File: config.mk
export PLATFORM = sky130hd
export DESIGN_NAME = led_sequencer
export DESIGN_NICKNAME = d
export VERILOG_FILES = /design/src/rtl/led_sequencer.sv
export SDC_FILE = /design/constraint.sdc
export NUM_CORES = 1
export LEC_CHECK = 0
export CORE_UTILIZATION = 59
export CTS_CLUSTER_DIAMETER = 60
export DETAILED_ROUTE_END_ITERATION = 10
export PLACE_DENSITY = 0.8
export SYNTH_ARGS = -nofsm -noshare
export SYNTH_HDL_FRONTEND = slang
export SYNTH_SLANG_ARGS = --single-unit
File: constraint.sdc
create_clock -name clk -period 4.08 [get_ports clk]
set_input_delay 0.816 -clock clk [delete_from_list [all_inputs] [get_ports clk]]
set_output_delay 0.816 -clock clk [all_outputs]
set_load 0.05 [all_outputs]
File: src/rtl/led_sequencer.sv
// LED game round controller: plays a stored pattern of LED indices, then checks the player's presses.
// Optional build macro LED_SEQ_ECHO_EN lights each accepted correct press for GAP_CYCLES cycles.
module led_sequencer #(
    parameter int NUM_LEDS       = 4,
    parameter int MAX_LEN        = 16,
    parameter int ON_CYCLES      = 5000,
    parameter int GAP_CYCLES     = 1000,
    parameter int TIMEOUT_CYCLES = 50000,
    localparam int IDX_W         = $clog2(NUM_LEDS),
    localparam int LEN_W         = $clog2(MAX_LEN + 1),
    localparam int AW            = $clog2(MAX_LEN)
) (
    input  logic                clk,
    input  logic                rst_n,
    input  logic                start,
    input  logic                pattern_wr,
    input  logic [AW-1:0]       pattern_addr,
    input  logic [IDX_W-1:0]    pattern_data,
    input  logic [LEN_W-1:0]    round_len,
    input  logic [NUM_LEDS-1:0] btn,
    output logic [NUM_LEDS-1:0] led,
    output logic                busy,
    output logic [AW-1:0]       step,
    output logic                round_ok,
    output logic                round_fail
);

    localparam int CNT_MAX = (ON_CYCLES > GAP_CYCLES)
                           ? ((ON_CYCLES > TIMEOUT_CYCLES) ? ON_CYCLES : TIMEOUT_CYCLES)
                           : ((GAP_CYCLES > TIMEOUT_CYCLES) ? GAP_CYCLES : TIMEOUT_CYCLES);
    localparam int CNT_W = $clog2(CNT_MAX + 1);

    localparam logic [CNT_W-1:0] ON_LAST  = CNT_W'(ON_CYCLES - 1);
    localparam logic [CNT_W-1:0] GAP_LAST = CNT_W'(GAP_CYCLES - 1);
    localparam logic [CNT_W-1:0] TO_LAST  = CNT_W'(TIMEOUT_CYCLES - 1);

    typedef enum logic [2:0] {
        S_IDLE,
        S_SHOW_ON,
        S_SHOW_GAP,
        S_WAIT_INPUT,
        S_PASS,
        S_FAIL
    } state_t;

    state_t               state, state_d;
    logic [CNT_W-1:0]     cnt, cnt_d;
    logic [AW-1:0]        step_d;
    logic [AW-1:0]        last, last_d;
    logic [NUM_LEDS-1:0]  led_d;
    logic                 busy_d, round_ok_d, round_fail_d;
    logic [IDX_W-1:0]     mem [MAX_LEN];
    logic                 mem_we;
    logic [LEN_W-1:0]     eff_len;
    logic [IDX_W-1:0]     first_idx;
    logic [IDX_W-1:0]     btn_idx;
    logic                 btn_onehot;
    logic [AW-1:0]        step_inc;
`ifdef LED_SEQ_ECHO_EN
    logic [CNT_W-1:0]     echo_cnt, echo_cnt_d;
`endif

    function automatic logic [NUM_LEDS-1:0] onehot(input logic [IDX_W-1:0] idx);
        logic [NUM_LEDS-1:0] v;
        v      = '0;
        v[idx] = 1'b1;
        return v;
    endfunction

    // Memory is writable only between rounds; a write coincident with start is
    // forwarded so the first lit LED already reflects it.
    assign mem_we    = (state == S_IDLE) && pattern_wr;
    assign first_idx = (pattern_wr && (pattern_addr == '0)) ? pattern_data : mem[0];
    assign step_inc  = step + AW'(1);

    always_comb begin
        eff_len = round_len;
        if (round_len == '0) begin
            eff_len = LEN_W'(1);
        end else if (round_len > LEN_W'(MAX_LEN)) begin
            eff_len = LEN_W'(MAX_LEN);
        end
    end

    always_comb begin
        btn_idx = '0;
        for (int i = 0; i < NUM_LEDS; i++) begin
            if (btn[i]) begin
                btn_idx = IDX_W'(i);
            end
        end
    end

    assign btn_onehot = (btn != '0) && ((btn & (btn - NUM_LEDS'(1))) == '0);

    always_comb begin
        state_d = state;
        cnt_d   = cnt;
        step_d  = step;
        last_d  = last;
        led_d   = led;
`ifdef LED_SEQ_ECHO_EN
        echo_cnt_d = '0;
`endif
        case (state)
            S_IDLE: begin
                led_d  = '0;
                step_d = '0;
                cnt_d  = '0;
                if (start) begin
                    last_d  = AW'(eff_len - LEN_W'(1));
                    led_d   = onehot(first_idx);
                    state_d = S_SHOW_ON;
                end
            end
            S_SHOW_ON: begin
                if (cnt == ON_LAST) begin
                    cnt_d   = '0;
                    led_d   = '0;
                    state_d = S_SHOW_GAP;
                end else begin
                    cnt_d = cnt + CNT_W'(1);
                end
            end
            S_SHOW_GAP: begin
                if (cnt == GAP_LAST) begin
                    cnt_d = '0;
                    if (step == last) begin
                        step_d  = '0;
                        state_d = S_WAIT_INPUT;
                    end else begin
                        step_d  = step_inc;
                        led_d   = onehot(mem[step_inc]);
                        state_d = S_SHOW_ON;
                    end
                end else begin
                    cnt_d = cnt + CNT_W'(1);
                end
            end
            S_WAIT_INPUT: begin
`ifdef LED_SEQ_ECHO_EN
                // Echo runs down independently of the timeout counter.
                if (led != '0) begin
                    if (echo_cnt == '0) begin
                        led_d = '0;
                    end else begin
                        echo_cnt_d = echo_cnt - CNT_W'(1);
                    end
                end
`else
                led_d = '0;
`endif
                if (btn == '0) begin
                    if (cnt == TO_LAST) begin
                        led_d   = '0;
                        state_d = S_FAIL;
                    end else begin
                        cnt_d = cnt + CNT_W'(1);
                    end
                end else if (!btn_onehot || (btn_idx != mem[step])) begin
                    led_d   = '0;
                    state_d = S_FAIL;
                end else begin
                    cnt_d = '0;
                    if (step == last) begin
                        led_d   = '0;
                        state_d = S_PASS;
                    end else begin
                        step_d = step_inc;
`ifdef LED_SEQ_ECHO_EN
                        led_d      = onehot(btn_idx);
                        echo_cnt_d = GAP_LAST;
`endif
                    end
                end
            end
            S_PASS, S_FAIL: begin
                led_d   = '0;
                cnt_d   = '0;
                step_d  = '0;
                state_d = S_IDLE;
            end
            default: begin
                led_d   = '0;
                cnt_d   = '0;
                step_d  = '0;
                state_d = S_IDLE;
            end
        endcase

        busy_d       = (state_d != S_IDLE);
        round_ok_d   = (state_d == S_PASS);
        round_fail_d = (state_d == S_FAIL);
    end

    always_ff @(posedge clk) begin
        if (!rst_n) begin
            state      <= S_IDLE;
            cnt        <= '0;
            step       <= '0;
            last       <= '0;
            led        <= '0;
            busy       <= 1'b0;
            round_ok   <= 1'b0;
            round_fail <= 1'b0;
`ifdef LED_SEQ_ECHO_EN
            echo_cnt   <= '0;
`endif
            for (int i = 0; i < MAX_LEN; i++) begin
                mem[i] <= '0;
            end
        end else begin
            state      <= state_d;
            cnt        <= cnt_d;
            step       <= step_d;
            last       <= last_d;
            led        <= led_d;
            busy       <= busy_d;
            round_ok   <= round_ok_d;
            round_fail <= round_fail_d;
`ifdef LED_SEQ_ECHO_EN
            echo_cnt   <= echo_cnt_d;
`endif
            if (mem_we) begin
                mem[pattern_addr] <= pattern_data;
            end
        end
    end

endmodule

==> impl_results.md <==
* RSZ-0062 raised after global routing: false
* Synth cell types at between 70 and 80
* Leading cell type by number of instances after synthesis: dfxtp_1
* Drt initial violations at 315
* Vias in the first global route at around 3.5k
* Initial Util at 61.48%
* DP HPWL at between 7 and 8 mm
* Max Fclk at 304.2 MHz
* Synth Instances at approximately 430
* Yosys top cell by area: edfxtp_1
* Critical path startpoint category: flip-flop
* Placer Congestion at 0.9326
* Fin area at 4781 um^2
* Dpl cells at 540
* Gr ovfl total at 0
* Pins Over Slew Limit at 0
* Seq/Total Area, Yosys at 40.77%
* Final hold viol count at 0
* Lkg Pwr at 1.470 nW
* Req. time, crit path at roughly 4.3 ns
* Clock latency at the later pin of the worst-skew pair at 0.35 ns
* Syn nets at 456
* NetSw at slightly below 400 uW
* I/O pins at 30
* Final #Nets at 477
* Num rows at 30
* Clock Power Share at between 30 and 40%
* Clk buf depth at 2
* Status: completed
* Worst slew pin tran at between 0.7 and 0.8 ns
* Uppermost layer routed: met4
* Detail Route met3 WL at roughly 910 um
* Flops & latches, synth at 70
* Die Y at 86.60 um
* Comb power frac at 10.2%
* Crit path time final at between 3 and 4 ns
* Critical path class: reg2reg
* Ant. Diodes at 0
* DR vias at 3735
* Synth-to-Final Area Change at 13.21%
* Internal at ~1.2 mW
* Tcrit/Tclk final at about 81%
* CTS Sinks at 70
* Max cap viols at 0
* Pin count of the biggest net entering global routing at 23
* Vias per inst at 6.730
* PwrDens at 322.0 nW/um^2
* CTS tree: built
* Average size of a mapped cell at 9.730 um^2
* Die area at 7500 um^2
* Per-cell routed wire length at 19.28 um
* Layout cell share with drive strength beyond 1 at 11.11%
* Root Driver: clkbuf_8
* Hold-fix buffers, CTS at 0
* Cell Area, Synth at around 4200 um^2
* Sw Ratio at 25.15%
* DR pass1 iterations at 5
* Total GRT Usage at ~30%
* Commonest cells post-synth: dfxtp_1, nor3_1, edfxtp_1, nand2_1, nor2_1
* Post-synth ARST share at 0%
* DR WL met2 at approximately 5.1 mm
* Predominant post-synthesis flop cell: dfxtp_1
* Synth top area cells: edfxtp_1, dfxtp_1, mux4_2, nor3_1, o21ai_0
* Worst vdd ir at 252.1 uV
* TritonCTS Buffers at 9
* # DRC at 0
* Input/output buffers at 29
* CP endpoint kind: flip-flop
* Setup TNS at 0 ns
* Setup bufs post-CTS at 0
* DRT met1 WL at 4.516 mm
* Clock Skew at 0.01129 ns
* Core area at slightly below 7000 um^2
* Antenna violations before repair at 0
* HP Start: cnt[1]$_SDFFE_PN0P_
* First-pass GRT wire length at 17.30 mm
* Reg clk slew, reported paths at ~0.080 ns
* Post-CTS sizing at 0
* Htree depth at 3
* Final ANT Viol Nets at 0
* Arrival @ worst endpoint at 3.50 ns
* Final setup viols at 0
* Slew HR at roughly half
* Fillcell total at 533
* Tot Pwr at between 1.5 and 2 mW
* Peak fanout along the critical path at 10
* Sequential share of power at 50.0%
* Number of synthesized flops with an enable pin at 32
* Placement Cell Area at 4569 um^2
* Routed WL at 10.70 mm
* Post-synth top area share at 22.76%
* Non-Filler Instances at between 500 and 600
* Synth Warn # at 0
* Hold/Removal Path Class: reg2reg
* Chip width at 86.60 um
## sequential cells by signal (all words and copies together), names as in the netlist, 3 cells and up, named ones only
register and count:
cnt 16, mem 32, last 4, led 4, step 4, state 3
## worst paths after layout
check                                      endpoint  slack (ns)  depth (start not counted)
worst max-delay path            cnt[6]$_SDFFE_PN0P_        0.79                          7
worst min register to register  cnt[1]$_SDFFE_PN0P_        0.51                          2
worst max register to register  cnt[6]$_SDFFE_PN0P_        0.79                          7
worst min-delay path            cnt[1]$_SDFFE_PN0P_        0.51                          2
## worst max-delay path: stages, from the launching register on
cell and delay, ns:
dfxtp_1 0.69, mux4_2 0.60, mux4_2 0.55, nor2_4 0.14
o2111a_1 0.34, o22ai_4 0.17, a2111oi_0 0.55, nor4_1 0.11
## power by group through the flow
stage	sequential [mW]	combinational, mW	clock, mW
final	0.769	0.158	0.613
after global routing	0.771	0.171	0.644
after CTS	0.769	0.156	0.613
after detailed placement	0.785	0.155	0
after global placement	0.783	0.150	0
after floorplan	0.783	0.0996	0
## layer usage
| metal | global-route usage, % | up-vias |
|---|---|---|
| li1 | - | 1730 |
| met1 | 41.13 | 1791 |
| met2 | 47.84 | 186 |
| met3 | 7.810 | 28 |
| met4 | 10.30 | 0 |
| met5 | 0 | - |
## cell families (layout without fill, tap and decap cells)
family          Yosys count  after routing  synth area share [%]
compound gates          106            106                 19.29
xor+xnor                  8              8                 1.659
fa+ha+maj                 3              3                0.8890
buf+inv                  37             62                 3.555
flops                    70             70                 40.77
mux                      28             28                 11.11
simple gates            182            182                 22.73
## per-stage QoR
stage                     util, %  hold WS, ns  setup slack, ns
after detailed placement    66.52       0.4968           0.8002
final                       69.60       0.5149           0.7928
after global placement      66.52       0.4925           0.8096
after global routing        69.60       0.5421           0.5543
after CTS                   69.60       0.5166           0.7730
after floorplan                 -       0.4740           0.9187
## cell usage in the layout, fill, tap and decap left out, types with 5 or more instances in the layout
master / n
a21oi_1: 8
nand2b_1: 7
nand2_1: 31
clkdlybuf4s50_1: 29
nor3_1: 37
mux4_2: 15
clkbuf_8: 9
nor4b_1: 6
xnor2_1: 6
nor2b_1: 7
inv_1: 11
nand3_1: 20
nand4_1: 6
nor4_1: 8
dfxtp_1: 38
a21o_1: 5
buf_4: 5
nor2_1: 31
o21ai_0: 28
edfxtp_1: 32
mux2i_1: 12
a211oi_1: 12
## cell type report
class / instances / area [um^2] / share of cell area [%]
clock buffer: 9 / 123.9 / 2.591
multi-input combinational: 327 / 2351 / 49.18
tap: 96 / 120.1 / 2.512
clock inverter: 6 / 87.58 / 1.832
inverter: 13 / 48.80 / 1.021
sequential: 70 / 1722 / 36.01
timing repair buffer: 34 / 327.8 / 6.857
Power figures use the tool's default switching activity.
